[src/rtl/adc_capture_if.sv]
// ADC SPI pins, capture-RAM write port and control inputs of the capture engine.
`timescale 1ns/1ps
interface adc_capture_if;
  logic        adc_convst;
  logic        adc_sck;
  logic        adc_sdi;
  logic        adc_sdo;
  logic [11:0] adc_ram_addr;
  logic [31:0] adc_ram_rd_data;
  logic        adc_ram_we;
  logic [31:0] adc_ram_wr_data;
  logic [31:0] adc_config_odd;
  logic [31:0] adc_config_even;
  logic        adc_start;
  logic        adc_sequence_one;

  modport master (
    output adc_convst, adc_sck, adc_sdi, adc_ram_addr, adc_ram_we, adc_ram_wr_data,
    input  adc_sdo, adc_ram_rd_data, adc_config_odd, adc_config_even,
    input  adc_start, adc_sequence_one
  );

  modport slave (
    input  adc_convst, adc_sck, adc_sdi, adc_ram_addr, adc_ram_we, adc_ram_wr_data,
    output adc_sdo, adc_ram_rd_data, adc_config_odd, adc_config_even,
    output adc_start, adc_sequence_one
  );
endinterface

[src/rtl/adc_capture.sv]
// Free-running LTC2308 capture: per frame pulse CONVST, wait, shift 12 bits in / 6 config bits out,
// then write {cfg_prev, sample} to the capture RAM. All outputs are registers decoded from the next frame count.
`timescale 1ns/1ps
module adc_capture #(
  parameter int FRAME_CYCLES  = 320,
  parameter int CONVST_CYCLES = 4,
  parameter int CONV_WAIT     = 256,
  parameter int SCK_HALF      = 2,
  parameter int LAST_ADDR     = 4095
) (
  input logic         clk,
  input logic         reset,
  adc_capture_if.master bus
);

  localparam int CW = $clog2(FRAME_CYCLES);
  localparam int SCK_START = CONVST_CYCLES + CONV_WAIT;
  localparam int WR_CYC = SCK_START + 12 * 2 * SCK_HALF;

  localparam logic [CW-1:0] P_LAST   = CW'(FRAME_CYCLES - 1);
  localparam logic [CW-1:0] P_CONVST = CW'(CONVST_CYCLES);
  localparam logic [CW-1:0] P_START  = CW'(SCK_START);
  localparam logic [CW-1:0] P_WR     = CW'(WR_CYC);
  localparam logic [CW-1:0] P_BIT    = CW'(2 * SCK_HALF);
  localparam logic [CW-1:0] P_HALF   = CW'(SCK_HALF);
  localparam logic [11:0]   ADDR_LAST = 12'(LAST_ADDR);

  localparam logic [1:0] S_IDLE  = 2'd0;
  localparam logic [1:0] S_ARMED = 2'd1;
  localparam logic [1:0] S_RUN   = 2'd2;
  localparam logic [1:0] S_DONE  = 2'd3;

  logic [1:0]    state;
  logic [CW-1:0] c;
  logic          frame_odd;
  logic [5:0]    cfg;
  logic [5:0]    cfg_prev;
  logic [11:0]   sample;
  logic          stop;

  logic [CW-1:0] nc;
  logic [CW-1:0] rel;
  logic [CW-1:0] bit_k;
  logic [CW-1:0] phase;
  logic          in_xfer;
  logic          sck_hi;
  logic          smp_edge;
  logic          sdi_bit;
  logic          last_write;

  logic unused_ok;
  assign unused_ok = ^{bus.adc_ram_rd_data, bus.adc_config_odd[31:6], bus.adc_config_even[31:6]};

  // Outputs are decoded from the count of the coming cycle so they register in step with c.
  always_comb begin
    nc       = (c == P_LAST) ? '0 : c + 1'b1;
    rel      = nc - P_START;
    bit_k    = rel / P_BIT;
    phase    = rel % P_BIT;
    in_xfer  = (nc >= P_START) && (nc < P_WR);
    sck_hi   = in_xfer && (phase >= P_HALF);
    smp_edge = in_xfer && (phase == P_HALF);
    sdi_bit  = 1'b0;
    for (int i = 0; i < 6; i++) begin
      if (in_xfer && bit_k == CW'(i)) sdi_bit = cfg[5-i];
    end
    last_write = bus.adc_sequence_one && (bus.adc_ram_addr == ADDR_LAST);
  end

  always_ff @(posedge clk) begin
    if (reset) begin
      state               <= S_IDLE;
      c                   <= '0;
      frame_odd           <= 1'b0;
      cfg                 <= '0;
      cfg_prev            <= '0;
      sample              <= '0;
      stop                <= 1'b0;
      bus.adc_convst      <= 1'b0;
      bus.adc_sck         <= 1'b0;
      bus.adc_sdi         <= 1'b0;
      bus.adc_ram_we      <= 1'b0;
      bus.adc_ram_addr    <= '0;
      bus.adc_ram_wr_data <= '0;
    end else if (bus.adc_start) begin
      state            <= S_ARMED;
      c                <= '0;
      frame_odd        <= 1'b0;
      cfg_prev         <= '0;
      stop             <= 1'b0;
      bus.adc_convst   <= 1'b0;
      bus.adc_sck      <= 1'b0;
      bus.adc_sdi      <= 1'b0;
      bus.adc_ram_we   <= 1'b0;
      bus.adc_ram_addr <= '0;
    end else begin
      case (state)
        S_ARMED: begin
          state          <= S_RUN;
          c              <= '0;
          frame_odd      <= 1'b0;
          cfg            <= bus.adc_config_even[5:0];
          cfg_prev       <= '0;
          stop           <= 1'b0;
          bus.adc_convst <= 1'b1;
        end
        S_RUN: begin
          c              <= nc;
          bus.adc_convst <= (nc < P_CONVST);
          bus.adc_sck    <= sck_hi;
          bus.adc_sdi    <= sdi_bit;
          bus.adc_ram_we <= (nc == P_WR);
          if (nc == P_WR) bus.adc_ram_wr_data <= {14'b0, cfg_prev, sample};
          if (smp_edge) sample <= {sample[10:0], bus.adc_sdo};
          // The write cycle itself decides whether this frame is the last of a single fill.
          if (c == P_WR) begin
            stop <= last_write;
            if (!last_write)
              bus.adc_ram_addr <= (bus.adc_ram_addr == ADDR_LAST) ? 12'd0 : bus.adc_ram_addr + 12'd1;
          end
          if (c == P_LAST) begin
            if (stop) begin
              state          <= S_DONE;
              c              <= '0;
              bus.adc_convst <= 1'b0;
            end else begin
              frame_odd <= ~frame_odd;
              cfg       <= frame_odd ? bus.adc_config_even[5:0] : bus.adc_config_odd[5:0];
              cfg_prev  <= cfg;
            end
          end
        end
        default: begin
        end
      endcase
    end
  end

endmodule

[src/flat_wrapper.sv]
// flat-port wrapper written by rule: the top's interface ports become plain ports
module adc_capture_flat 
#(
  parameter int FRAME_CYCLES  = 320,
  parameter int CONVST_CYCLES = 4,
  parameter int CONV_WAIT     = 256,
  parameter int SCK_HALF      = 2,
  parameter int LAST_ADDR     = 4095
)
  (clk, reset, bus_adc_convst, bus_adc_sck, bus_adc_sdi, bus_adc_ram_addr, bus_adc_ram_we, bus_adc_ram_wr_data, bus_adc_sdo, bus_adc_ram_rd_data, bus_adc_config_odd, bus_adc_config_even, bus_adc_start, bus_adc_sequence_one);
  adc_capture_if bus_i ();
  input logic clk;
  input logic reset;
  output wire logic [$bits(bus_i.adc_convst)-1:0] bus_adc_convst;
  output wire logic [$bits(bus_i.adc_sck)-1:0] bus_adc_sck;
  output wire logic [$bits(bus_i.adc_sdi)-1:0] bus_adc_sdi;
  output wire logic [$bits(bus_i.adc_ram_addr)-1:0] bus_adc_ram_addr;
  output wire logic [$bits(bus_i.adc_ram_we)-1:0] bus_adc_ram_we;
  output wire logic [$bits(bus_i.adc_ram_wr_data)-1:0] bus_adc_ram_wr_data;
  input wire logic [$bits(bus_i.adc_sdo)-1:0] bus_adc_sdo;
  input wire logic [$bits(bus_i.adc_ram_rd_data)-1:0] bus_adc_ram_rd_data;
  input wire logic [$bits(bus_i.adc_config_odd)-1:0] bus_adc_config_odd;
  input wire logic [$bits(bus_i.adc_config_even)-1:0] bus_adc_config_even;
  input wire logic [$bits(bus_i.adc_start)-1:0] bus_adc_start;
  input wire logic [$bits(bus_i.adc_sequence_one)-1:0] bus_adc_sequence_one;
  assign bus_adc_convst = bus_i.adc_convst;
  assign bus_adc_sck = bus_i.adc_sck;
  assign bus_adc_sdi = bus_i.adc_sdi;
  assign bus_adc_ram_addr = bus_i.adc_ram_addr;
  assign bus_adc_ram_we = bus_i.adc_ram_we;
  assign bus_adc_ram_wr_data = bus_i.adc_ram_wr_data;
  assign bus_i.adc_sdo = bus_adc_sdo;
  assign bus_i.adc_ram_rd_data = bus_adc_ram_rd_data;
  assign bus_i.adc_config_odd = bus_adc_config_odd;
  assign bus_i.adc_config_even = bus_adc_config_even;
  assign bus_i.adc_start = bus_adc_start;
  assign bus_i.adc_sequence_one = bus_adc_sequence_one;
  adc_capture #(.FRAME_CYCLES(FRAME_CYCLES), .CONVST_CYCLES(CONVST_CYCLES), .CONV_WAIT(CONV_WAIT), .SCK_HALF(SCK_HALF), .LAST_ADDR(LAST_ADDR)) u_core (.clk(clk), .reset(reset), .bus(bus_i));
endmodule
[config.mk]
export PLATFORM = sky130hd
export DESIGN_NAME = adc_capture_flat
export DESIGN_NICKNAME = d
export VERILOG_FILES = /design/src/rtl/adc_capture_if.sv /design/src/rtl/adc_capture.sv /design/src/flat_wrapper.sv
export SDC_FILE = /design/constraint.sdc
export NUM_CORES = 1
export LEC_CHECK = 0
export CAP_MARGIN = 20
export CORE_UTILIZATION = 48
export CTS_CLUSTER_SIZE = 8
export DETAILED_ROUTE_END_ITERATION = 16
export GPL_TIMING_DRIVEN = 0
export PLACE_DENSITY = 0.93
export SLEW_MARGIN = 0
export SYNTH_ARGS = -nofsm -noshare
export SYNTH_HDL_FRONTEND = slang
export SYNTH_SLANG_ARGS = --single-unit
[constraint.sdc]
create_clock -name clk -period 5.6 [get_ports clk]
set_input_delay 1.12 -clock clk [delete_from_list [all_inputs] [get_ports clk]]
set_output_delay 1.12 -clock clk [all_outputs]
set_load 0.05 [all_outputs]
* Word level (Yosys, flattened, before mapping)
Cells that the tools add are included.
** Storage, ports and cells
- Register bits :: 71
- Word-level logic and storage cells :: 94
** Operators by class
- Add/subtract/negate cells :: 3
- Magnitude comparators :: 4
- Eq/ne operators :: 18
- Multiplexer cells :: 30
- Bitwise gates (word level) :: 3
- Reduce and logical (&&, ||, !) cells :: 22
** Operators by type and width (count)
- two-way mux 6 bit :: 5
- equality test 9 bit (second input constant) :: 3
- two-way mux 9 bit :: 3
- one-hot mux 6 bit (2 select lines) :: 2
- one-hot mux 9 bit (2 select lines) :: 1
- AND reduction 3 bit :: 6
- equality test 7 x 2 -> 1 bit (second input constant) :: 2
- equality test 7 x 3 -> 1 bit (second input constant) :: 2
- adder 12 x 1 -> 12 bit (second input constant) :: 1
- equality test 12 bit (second input constant) :: 1
- two-way mux 1 bit :: 12
- two-way mux 12 bit :: 1
- logical AND 1 bit :: 10
- adder 9 x 1 -> 9 bit (second input constant) :: 1
- >= comparator 9 bit (second input constant) :: 1
- logical NOT 9 bit :: 1
- < comparator 9 x 3 -> 1 bit (second input constant) :: 1
- < comparator 9 bit (second input constant) :: 1
- subtractor 9 bit (second input constant) :: 1
- equality test 7 x 1 -> 1 bit (second input constant) :: 1
- inequality test 2 x 1 -> 1 bit (second input constant) :: 3
- inequality test 3 x 2 -> 1 bit (second input constant) :: 2
- one-hot mux 1 bit (2 select lines) :: 3
- equality test 2 bit (second input constant) :: 2
- 11 further kinds :: 14

* Depth between registers and ports, before layout
- Word-level depth :: 11
- Mapped depth :: 10

* Worst setup path before layout
Ideal clock, no wire load.
- Kind :: input to register
- Start point :: input port bus_adc_start
- End point :: register u_core.bus.adc_ram_wr_data[10]
- Setup time :: 128 ps
- Arrival time :: 1998 ps
- Data required time :: 5472 ps
- Setup slack :: 3474 ps
- Stages :: 6
- Path buffers :: 2
- Cells stage by stage :: nand2b_1 and4bb_1 buf_6 buf_12 mux2i_1 nor2_1
** On the way
- Cells in the longest elaborated chain, start to end :: 2
** RTL lines
- start: declaration :: line flat_wrapper.sv:24 : input wire logic [$bits(bus_i.adc_start)-1:0] bus_adc_start;
- inverter 1 bit (no line)
- AND reduction 3 bit (no line)
- end signal: assignment :: line adc_capture.sv:113 : if (nc == P_WR) bus.adc_ram_wr_data <= {14'b0, cfg_prev, sample};
- end: declaration :: line adc_capture_if.sv:18 : output adc_convst, adc_sck, adc_sdi, adc_ram_addr, adc_ram_we, adc_ram_wr_data,
Every way passes these cells.
A chain may end at the register's enable or synchronous reset.

* Worst setup path in the final report
- Start point :: input port bus_adc_start
- End point :: register u_core.cfg_prev[2]
** On the way
- Cells in the longest elaborated chain, start to end :: 1
** RTL lines
- OR reduction 2 bit (no line)
- end signal: assignment :: line adc_capture.sv:129 : cfg_prev <= cfg;
- end: declaration :: line adc_capture.sv:37 : logic [5:0] cfg_prev;
Every way passes these cells.

==> summary.md <==
| Metric | Value |
|---|---|
| Status | `complete, no violations` |
| I/O pins | `roughly 150` |
| VDD IR max | `a little under 0.2 mV` |
| Worst Tran Pin Value | `about 0.87 ns` |
| Max layer used | `met4` |
| Final hold vios | `0` |
| Cts repair resizes | `0` |
| Leak | `between 0.0015 and 0.002 µW` |
| Routed length on met3 | `626 µm` |
| Fmax | `approximately 360 MHz` |
| Wire length on met2 | `roughly 4800 µm` |
| Drt wl/cell | `roughly 16 µm` |
| Worst EP required | `just under 6 ns` |
| Seq cells post-synth | `71` |
| Largest net degree at the start of global routing | `15` |
| Clock Path Buffers | `2` |
| Yosys cell types | `71` |
| DRT Pass-1 Iters | `5` |
| DR vias/cell | `between 5 and 6` |
| Mapped Cells | `between 400 and 500` |
| N_diodes | `0` |
| Nets | `approximately 600` |
| Most frequent cells in the layout | `dfxtp_1 (71), nor2_1 (58), clkdlybuf4s50_1 (50), mux2i_1 (38), nand2b_1 (23)` |
| Post-synth EDFFs | `0` |
| FFs w/ async S/R, synth | `0` |
| Global-route wire length before repair | `around 16000 µm` |
| Crit path time final | `2.794 ns` |
| CTS tree | `yes` |
| Layout cell share with drive strength beyond 1 | `0.1434` |
| Rel. slew slack | `0.4136` |
| Placer Congestion | `0.9562` |
| Die height | `91.53 µm` |
| ANT nets after route | `0` |
| Synth Cell Area | `3847 µm²` |
| Num CTS Buffers | `9` |
| H-tree levels | `3` |
| Clock Root Buffer | `clkbuf_8` |
| Fin crit share | `0.4990` |
| Pre-CTS setup slack | `between 2 and 3 ns` |
| Congestion Overflow GR | `0` |
| TNS Setup | `0 ns` |
| Worst Path Arrival | `3.02 ns` |
| Hold_buf cts | `0` |
| Core area | `just under 8000 µm²` |
| Remaining DRCs | `0` |
| Max-slew violation count | `0` |
| Register area share after synthesis | `0.3694` |
| Post-CTS Setup Bufs | `0` |
| Commonest non-fill, non-tap cell in the layout | `dfxtp_1` |
| Worst setup path category | `input pin to flip-flop` |
| Vias in the first global route | `around 3400` |
| Layout Area Growth over Synthesis | `24.13%` |
| Pwr Density | `~240 nW/µm²` |
| Chip width | `91.53 µm` |
| Clk slew on worst S/H paths | `0.08 ns` |
| Port bufs | `50` |
| Crit Path Max Fanout | `10` |
| Placed Instances | `about 590` |
| Crit end category | `flip-flop` |
| Clock Sinks | `71` |
| Initial Util | `0.4979` |
| Fin area | `around 4800 µm²` |
| Clock Skews | `0.01436 ns` |
| Most used DFF post-synth | `dfxtp_1` |
| Max_cap viols | `0` |
| Total routing usage reported by global routing | `0.2439` |
| # rows | `32` |
| Syn_area_per_cell | `9.096 µm²` |
| CP startpoint kind | `input pin` |
| WL met1 | `roughly 4100 µm` |
| Worst skew pair latency | `~0.37 ns` |
| Final setup margin | `2.806 ns` |
| Post-DP HPWL | `6802 µm` |
| Initial antenna violation count | `0` |
| Ys Warns | `0` |
| Via count | `roughly 3400` |
| Dpl cell area | `roughly 4500 µm²` |
| Iteration-0 DRC Markers | `about 350` |
| Die footprint | `8378 µm²` |
| Path category of the worst min-delay check | `flip-flop to flip-flop` |
| Endpoints failing setup | `0` |
| RSZ-0062 raised after global routing | `false` |
| Non-Filler Instances | `between 600 and 700` |
| Pwr Total | `around 1100 µW` |
| Final wirelength | `~10000 µm` |
-- cells by family after synthesis --
family | count (synthesis) | synth area share
simple gates | 159 | 0.2234
compound gates | 80 | 0.1597
flops | 71 | 0.3694
buf+inv | 56 | 0.1005
mux | 40 | 0.1047
xor+xnor | 11 | 0.02504
fa+ha+maj | 5 | 0.01626
other cells | 1 | 0.0009747
-- power breakdown --
| group | leakage [µW] | internal, µW | switching (µW) | total [µW] |
|---|---|---|---|---|
| combinational | 0.00101 | 36.2 | 60.2 | 96.3 |
| clock | 0.000126 | 302 | 213 | 515 |
| sequential | 0.000573 | 509 | 4.85 | 514 |
| total | 0.00171 | 847 | 278 | 1130 |
-- metrics by stage --
step	hold WS [ns]	utilization
after floorplan	0.4488	-
after global placement	0.4633	0.5855
after detailed placement	0.4746	0.5855
after CTS	0.5017	0.6180
after global routing	0.5301	0.6180
final	0.5011	0.6180
-- state kept, by name, indices dropped and copies added, names as in the netlist --
name / flops
u_core.stop: 1
u_core.state: 2
u_core.cfg: 6
u_core.bus.adc_ram_we: 1
u_core.bus.adc_ram_wr_data: 18
u_core.sample: 12
u_core.c: 9
u_core.bus.adc_sck: 1
u_core.bus.adc_ram_addr: 12
u_core.frame_odd: 1
u_core.bus.adc_convst: 1
u_core.bus.adc_sdi: 1
u_core.cfg_prev: 6
-- cells in the mapped netlist, drive strengths merged (3+ instances only) --
master,n,area (µm²)
buf,35,307.8
a211oi,8,80.08
nor2b,4,25.02
xnor2,3,26.28
nor3,10,50.05
a21o,3,22.52
nand2,16,60.06
xor2,8,70.07
nor3b,3,33.78
o31ai,4,30.03
and4,3,28.78
a31oi,3,18.77
nand2b,23,143.9
a21oi,18,93.84
nand3,14,80.08
nand4,5,31.28
inv,11,41.29
dfxtp,71,1421
and3,10,67.56
a22oi,10,75.07
mux2i,38,380.4
ha,5,62.56
o211ai,3,22.52
nor2,60,244.0
o21ai,8,40.03
clkbuf,10,37.54
-- per-layer routing --
layer / global-route usage / up-vias
met2: 0.4267 / 156
met1: 0.2914 / 1629
li1: - / 1624
met5: 0 / -
met4: 0.09392 / 0
met3: 0.04941 / 22
-- final timing paths --
kind | from | endpoint | slack (ns) | cells after the start
max | bus_adc_start | u_core.cfg_prev[2]$_SDFFE_PP0P_ | 2.81 | 5
min | u_core.state[1]$_SDFFE_PP0P_ | u_core.state[1]$_SDFFE_PP0P_ | 0.50 | 2
max reg2reg | u_core.state[0]$_SDFFE_PP0P_ | u_core.bus.adc_ram_addr[2]$_SDFFE_PP0P_ | 3.03 | 7
min reg2reg | u_core.state[1]$_SDFFE_PP0P_ | u_core.state[1]$_SDFFE_PP0P_ | 0.50 | 2
-- worst max-delay path: stages --
cell and delay [ns]:
clkdlybuf4s50_1 0.70, or2_2 0.19, clkbuf_1 0.42, buf_1 0.45
nor2_1 0.14
-- final cells by class --
class	count	area, µm²
plain buffers	45	345.3
clock buffers	9	123.9
clock inverters	7	127.6
fillers	607	2952
inverters	11	41.29
multi-input cells	309	2088
flip-flops and latches	71	1421
well taps	102	127.6
repair buffers	50	500.5
(Power assumes the default switching activity.)
